File: src/rtl/calendar_counter_pkg.sv
// Shared widths, limits and month-length constants for the calendar counter.
// Leap-year handling is enabled by defining LEAP_YEAR_EN.
package calendar_counter_pkg;

    localparam int DAY_W   = 5;
    localparam int MONTH_W = 4;
    localparam int YEAR_W  = 7;
    localparam int BCD_W   = 4;

    typedef logic [DAY_W-1:0]   day_t;
    typedef logic [MONTH_W-1:0] month_t;
    typedef logic [YEAR_W-1:0]  year_t;

    localparam month_t MONTH_MIN = 4'd1;
    localparam month_t MONTH_MAX = 4'd12;
    localparam year_t  YEAR_MIN  = 7'd0;
    localparam year_t  YEAR_MAX  = 7'd99;
    localparam day_t   DAY_MIN   = 5'd1;

    localparam day_t DAYS_28 = 5'd28;
    localparam day_t DAYS_29 = 5'd29;
    localparam day_t DAYS_30 = 5'd30;
    localparam day_t DAYS_31 = 5'd31;

endpackage

File: src/rtl/calendar_counter_month_len.sv
// Combinational days-in-month lookup for a (month, year) pair.
// February gets 29 days in years divisible by 4 only when LEAP_YEAR_EN is defined.
module month_len
    import calendar_counter_pkg::*;
(
    input  logic [MONTH_W-1:0] month,
    input  logic [YEAR_W-1:0]  year,
    output logic [DAY_W-1:0]   len
);

    // Year only matters for February, and only in the leap-enabled build
    logic unused_year_s;
    assign unused_year_s = ^year;

    // Map month number to its length
    always_comb begin
        len = DAYS_31;
        case (month)
            4'd2: begin
`ifdef LEAP_YEAR_EN
                if (year[1:0] == 2'b00) begin
                    len = DAYS_29;
                end else begin
                    len = DAYS_28;
                end
`else
                len = DAYS_28;
`endif
            end
            4'd4, 4'd6, 4'd9, 4'd11: len = DAYS_30;
            default:                 len = DAYS_31;
        endcase
    end

endmodule

File: src/rtl/calendar_counter.sv
// Day/month/year calendar with setup increments, BCD display digits and century pulse.
// Optional leap-year February controlled by the LEAP_YEAR_EN macro.
module calendar_counter
    import calendar_counter_pkg::*;
#(
    parameter int RST_DAY   = 1,
    parameter int RST_MONTH = 1,
    parameter int RST_YEAR  = 0
) (
    input  logic               clk,
    input  logic               rst,
    input  logic               day_tick,
    input  logic               setup_day,
    input  logic               setup_month,
    input  logic               setup_year,
    output logic [DAY_W-1:0]   day,
    output logic [MONTH_W-1:0] month,
    output logic [YEAR_W-1:0]  year,
    output logic [BCD_W-1:0]   day_tens,
    output logic [BCD_W-1:0]   day_units,
    output logic [BCD_W-1:0]   month_tens,
    output logic [BCD_W-1:0]   month_units,
    output logic [BCD_W-1:0]   year_tens,
    output logic [BCD_W-1:0]   year_units,
    output logic               century_wrap
);

    day_t   day_r, day_nxt_s, len_s;
    month_t month_r, month_nxt_s, inc_month_s, len_month_s;
    year_t  year_r, year_nxt_s, inc_year_s, len_year_s;
    logic   wrap_r, wrap_nxt_s, edit_s;

    function automatic logic [7:0] to_bcd(input logic [6:0] bin);
        logic [6:0] tens_v;
        logic [6:0] units_v;
        tens_v  = bin / 7'd10;
        units_v = bin - (tens_v * 7'd10);
        return {tens_v[3:0], units_v[3:0]};
    endfunction

    assign inc_month_s = (month_r == MONTH_MAX) ? MONTH_MIN : month_r + 4'd1;
    assign inc_year_s  = (year_r == YEAR_MAX) ? YEAR_MIN : year_r + 7'd1;
    assign edit_s      = ~day_tick & (setup_year | setup_month);

    // One lookup serves both: edits need the length of the target month, ticks the current one
    always_comb begin
        len_month_s = month_r;
        len_year_s  = year_r;
        if (edit_s) begin
            if (setup_year) begin
                len_year_s = inc_year_s;
            end else begin
                len_month_s = inc_month_s;
            end
        end else begin
            len_month_s = month_r;
            len_year_s  = year_r;
        end
    end

    month_len u_month_len (
        .month (len_month_s),
        .year  (len_year_s),
        .len   (len_s)
    );

    // Next-state: day_tick beats all setups; among setups year > month > day
    always_comb begin
        day_nxt_s   = day_r;
        month_nxt_s = month_r;
        year_nxt_s  = year_r;
        wrap_nxt_s  = 1'b0;
        if (day_tick) begin
            if (day_r >= len_s) begin
                day_nxt_s = DAY_MIN;
                if (month_r == MONTH_MAX) begin
                    month_nxt_s = MONTH_MIN;
                    year_nxt_s  = inc_year_s;
                    wrap_nxt_s  = (year_r == YEAR_MAX);
                end else begin
                    month_nxt_s = inc_month_s;
                end
            end else begin
                day_nxt_s = day_r + 5'd1;
            end
        end else if (setup_year) begin
            year_nxt_s = inc_year_s;
            day_nxt_s  = (day_r > len_s) ? len_s : day_r;
        end else if (setup_month) begin
            month_nxt_s = inc_month_s;
            day_nxt_s   = (day_r > len_s) ? len_s : day_r;
        end else if (setup_day) begin
            day_nxt_s = (day_r >= len_s) ? DAY_MIN : day_r + 5'd1;
        end else begin
            day_nxt_s = day_r;
        end
    end

    // Calendar state and century pulse registers
    always_ff @(posedge clk or posedge rst) begin
        if (rst) begin
            day_r   <= day_t'(RST_DAY);
            month_r <= month_t'(RST_MONTH);
            year_r  <= year_t'(RST_YEAR);
            wrap_r  <= 1'b0;
        end else begin
            day_r   <= day_nxt_s;
            month_r <= month_nxt_s;
            year_r  <= year_nxt_s;
            wrap_r  <= wrap_nxt_s;
        end
    end

    assign day          = day_r;
    assign month        = month_r;
    assign year         = year_r;
    assign century_wrap = wrap_r;

    assign {day_tens, day_units}     = to_bcd({2'b00, day_r});
    assign {month_tens, month_units} = to_bcd({3'b000, month_r});
    assign {year_tens, year_units}   = to_bcd(year_r);

endmodule

File: config.mk
export PLATFORM = sky130hd
export DESIGN_NAME = calendar_counter
export DESIGN_NICKNAME = d
export VERILOG_FILES = /design/src/rtl/calendar_counter_pkg.sv /design/src/rtl/calendar_counter_month_len.sv /design/src/rtl/calendar_counter.sv
export SDC_FILE = /design/constraint.sdc
export NUM_CORES = 1
export LEC_CHECK = 0
export ABC_AREA = 1
export BUFFER_PORTS_ARGS = -buffer_cell sky130_fd_sc_hd__clkbuf_2
export CAP_MARGIN = 25
export CORE_ASPECT_RATIO = 1.5
export CORE_MARGIN = 3
export CORE_UTILIZATION = 35
export DETAILED_ROUTE_END_ITERATION = 8
export GPL_TIMING_DRIVEN = 0
export PLACE_DENSITY = 0.65
export SETUP_SLACK_MARGIN = 0.3
export SYNTH_ARGS = -nofsm -noshare
export SYNTH_HDL_FRONTEND = slang
export SYNTH_HIERARCHICAL = 1
export SYNTH_SLANG_ARGS = --single-unit
File: constraint.sdc
create_clock -name clk -period 6.2 [get_ports clk]
set_input_delay 0.31 -clock clk [delete_from_list [all_inputs] [get_ports clk]]
set_output_delay 0.31 -clock clk [all_outputs]
set_load 0.02 [all_outputs]
; ---- After elaboration in Yosys (flattened, before gate mapping)
; Cells that the tools add are included.
[totals]
out_inout_bits = 41
input_bits = 6
ram_bits = 0
memories = 0
elab_cells = 60
reg_bits = 17
latch_bits = 0
mem_bits_ro = 0
[op_classes]
n_div = 3
n_reduce_logical = 6
bitwise = 3
mux = 23
n_lt_le_gt_ge = 2
multipliers = 3
add_sub_neg = 6
n_eq_ne = 10
n_shift = 0
[op_table]
columns = op, n
row1 = $mux W7, 5
row2 = $mux W4, 8
row3 = $mux W5, 6
row4 = $mul A7 B3 Y3 const B, 3
row5 = $eq A4 B4 Y1 const B, 3
row6 = $sub A4 B4 Y4, 3
row7 = $eq A4 B3 Y1 const B, 2
row8 = $add A7 B1 Y7 const B, 1
row9 = $div A4 B4 Y7 const B, 1
row10 = $div A5 B4 Y7 const B, 1
row11 = $div A7 B4 Y7 const B, 1
row12 = $eq A7 B7 Y1 const B, 1
row13 = $reduce_and A3 Y1, 2
row14 = $add A5 B1 Y5 const B, 1
row15 = $ge A5 B5 Y1, 1
row16 = $gt A5 B5 Y1, 1
row17 = $add A4 B1 Y4 const B, 1
row18 = $eq A4 B2 Y1 const B, 1
row19 = $ne A2 B1 Y1 const B, 2
row20 = $pmux W2 S2, 1
row21 = $reduce_bool A2 Y1, 2
row22 = $reduce_bool A4 Y1, 1
row23 = $reduce_or A4 Y1, 1
row24 = $mux W1, 3
row25 = other kinds (4), 4

; ---- Logic depth before layout (Yosys ltp)
[depth]
ltp_word = 13
ltp_mapped = 21
ltp_nobuf = 21

; ---- By module
; The synthesis kept the hierarchy.
[modules_own_cells]
columns = mod, seq_area_each_um2, area_each_um2, cells_each, instances
row1 = calendar_counter, 427.9, 2013.2, 296, 1
row2 = month_len, 0.0, 71.3, 15, 1

; ---- Least setup slack after synthesis
; OpenSTA, ideal clock, no wires.
[synth_timing]
path_kind = register to output
startpoint = reg day_r[2], in the netlist day[2]
endpoint = out day_units[3]
arrival_ns = 3.511
stages_incl_launch_ff = 20
path_buffers = 0
t_required_ns = 5.890
path_slack_ns = 2.379
cell_sequence = dfrtp_1 -> inv_1 -> ha_1 -> inv_1 -> ha_1 -> inv_1 -> o21ai_1 -> inv_1 -> ha_1 -> nor3b_1 -> o21ai_0 -> nor4_1 -> o21bai_1 -> inv_1 -> ha_1 -> inv_1 -> fa_1 -> xnor2_1 -> xor2_1 -> inv_1
[synth_between]
elab_chain_len = 3
[synth_rtl]
columns = item, line
row1 = from (decl), calendar_counter.sv:28  ; day_t day_r, day_nxt_s, len_s;
row2 = from (signal assigned), calendar_counter.sv:102  ; day_r <= day_t'(RST_DAY);
row3 = from (signal assigned), calendar_counter.sv:107  ; day_r <= day_nxt_s;
row4 = $div A5 B4 Y7, calendar_counter.sv:36  ; tens_v = bin / 7'd10;
row5 = net day_tens[1], calendar_counter.sv:19  ; output logic [BCD_W-1:0] day_tens,
row6 = $mul A7 B3 Y3, calendar_counter.sv:37  ; units_v = bin - (tens_v * 7'd10);
row7 = $sub A4 B4 Y4, calendar_counter.sv:37
row8 = to (decl), calendar_counter.sv:20  ; output logic [BCD_W-1:0] day_units,
; The timed path passes the listed nets, and every way through them passes these cells.

; ---- Worst setup path in the final report
[layout_timing]
startpoint = reg day_r[2], in the netlist day[2]
endpoint = out day_units[3]
[layout_between]
elab_chain_len = 3
[layout_rtl]
columns = item, line
row1 = $div A5 B4 Y7, calendar_counter.sv:36
row2 = $mul A7 B3 Y3, calendar_counter.sv:37
row3 = $sub A4 B4 Y4 (*), calendar_counter.sv:37
; Mark *: on every way between the ends. The rest lies on a longest branch, timed or not.

==> flow_summary.yaml <==
status:
  outcome: "finished clean"
placed_design:
  gp_congestion: 0.804
  dp.cells: 413
  pre_cts_ws_ns: 2.53
  port_buffers: 40
  dp_hpwl_um: 3730
final_layout:
  layout-drive-gt1-share_pct: 23.1
  area_growth_pct: 17.6
  antenna_cells: 0
  finish.net_count: 380
  final-seq-area_um2: 428
  fillers: 622
  instances_no_fill: 417
  multi_input_area_mm2: 0.00133
setup_path:
  worstSetupEndpointType: "output port"
  cp_max_fo: 10
  max_stage_delay_ns: 0.59
  r2r-start: "month[0]"
  r2r-end: "year[6]"
  cp.arrival_ns: 3.56
  rrSetupSlack_ns: 3.06
  cp_top_family: "adder cells"
  startpoint_type: "flop"
  critical_path.cell_chain: "inv_1 -> ha_1 -> inv_1 -> ha_1 -> inv_1 -> o21ai_1 -> inv_1 -> ha_1 -> nor3b_1 -> o21ai_0 -> nor4_1 -> o21bai_1 -> inv_1 -> ha_1 -> inv_1 -> fa_1 -> xnor2_1 -> xor2_1 -> inv_1 -> clkbuf_2"
  cpMostUsedCell: "inv_1"
  crit_path_top_delay_cell: "dfrtp_1"
  path_class: "reg2out"
  rr_worst_depth: 17
  path_buf_inv: 8
  required_ns: 5.89
floorplanning:
  die_h_um: 99.1
  die_w_um: 68.1
  die-area_mm2: 0.00675
  start_util_pct: 36.6
  core_area_mm2: 0.00553
  rows: 33
  io_pins: 47
sta:
  slew_violations: 0
  fin_ws_ns: 2.33
  hold_viol_final: 0
  tightest_slew_ns: 0.649
  min_period_ns: 3.87
  finalCritPeriodShare_pct: 62.4
  hold_ws_ns: 0.132
  setup_viol: 0
  rsz0062_at_grt: "no"
  final.setup.tns_ns: 0
  skew_ns: 0.00486
  fmax_mhz: 259
  slew_headroom_pct: 56.7
cts:
  post_cts_buffers: 0
  htree_levels: 1
  hold_buffers: 0
  cts_buffers: 3
  ctsRootBufferMaster: "clkbuf_8"
  cts_tree: "done"
  cts_resized: 0
  clk_path_buf_depth: 2
  clk_latency_ns: 0.25
  cts_sinks: 17
  path_clk_slew_ns: 0.06
detailed_routing:
  wirelength_um: 4430
  postRouteAntennaNets: 0
  viasPerCell: 4.67
  drc_errors: 0
  dr.pass1.iters: 4
  first_iter_violations: 106
  wl_per_cell_um: 10.6
  vias: 1949
yosys:
  syn_inst: 297
  ys_warn_count: 6
  avgSynthCellArea_um2: 6.81
  synth.cell_area_mm2: 0.00202
grt:
  grt_use_total_pct: 13.9
  overflow: 0
  antenna_found_initial: 0
  grt_pass1_wl_um: 7620
  grt_max_degree: 18
  grt_pass1_vias: 1788
hold_path:
  hold_class: "in2async"
run:
  drv_cap: 0
-- layout by cell type, fill, tap and decap left out, drive strengths merged --
cell,n
nand2,77
inv,50
clkbuf,47
o21ai,32
ha,24
nand3,20
nor2,16
dfrtp,15
buf,12
a21oi,9
conb,8
xor2,4
o22ai,3
nor3,3
xnor2,3
nor4,2
o31ai,2
nand4,2
o211ai,2
o221ai,2
fa,2
dfstp,2
o21a,1
a21boi,1
and3,1
a22oi,1
a22o,1
clkinv,1
and3b,1
nand3b,1
nor3b,1
o21bai,1
-- metal layers --
| metal | GRT usage (%) | up-vias | routed length [µm] |
|---|---|---|---|
| li1 | - | 1040 | - |
| met1 | 17.1 | 865 | 1950 |
| met2 | 25.3 | 40 | 2270 |
| met3 | 1.36 | 4 | 174 |
| met4 | 3.22 | 0 | 34 |
| met5 | 0 | - | 0 |
-- area by class of cell --
cell class | count | share of cell area, %
plain buffers | 15 | 4.16
repair buffers | 40 | 8.42
inverters | 51 | 8.05
flip-flops and latches | 17 | 18.0
well taps | 70 | 3.68
multi-input cells | 220 | 55.8
clock buffers | 4 | 1.89
-- per-stage QoR --
step	utilization, %	cell area, µm²
6_report	43.0	2380
2_1_floorplan	-	2050
5_1_grt	43.0	2380
4_1_cts	43.0	2380
3_5_place_dp	42.2	2330
3_3_place_gp	42.2	2330
-- sequential cells by signal, summed over array words and instances, names as in the netlist --
signal / count
century_wrap: 1
month: 4
year: 7
day: 5
-- worst max-delay path by stage --
stage | to | startpoint | slack [ns] | depth (start not counted)
after floorplan | day_units[3] | day[2] | 2.38 | 19
after global placement | day_units[3] | day[2] | 2.60 | 20
after detailed placement | day_units[3] | day[2] | 2.53 | 20
after CTS | day_units[3] | day[2] | 2.25 | 20
after global routing | day_units[3] | day[2] | 1.90 | 20
final | day_units[3] | day[2] | 2.33 | 20
Power is left out: the tool's default activity adds up to more than one toggle a clock period on the data nets, which glitch-free logic cannot reach.
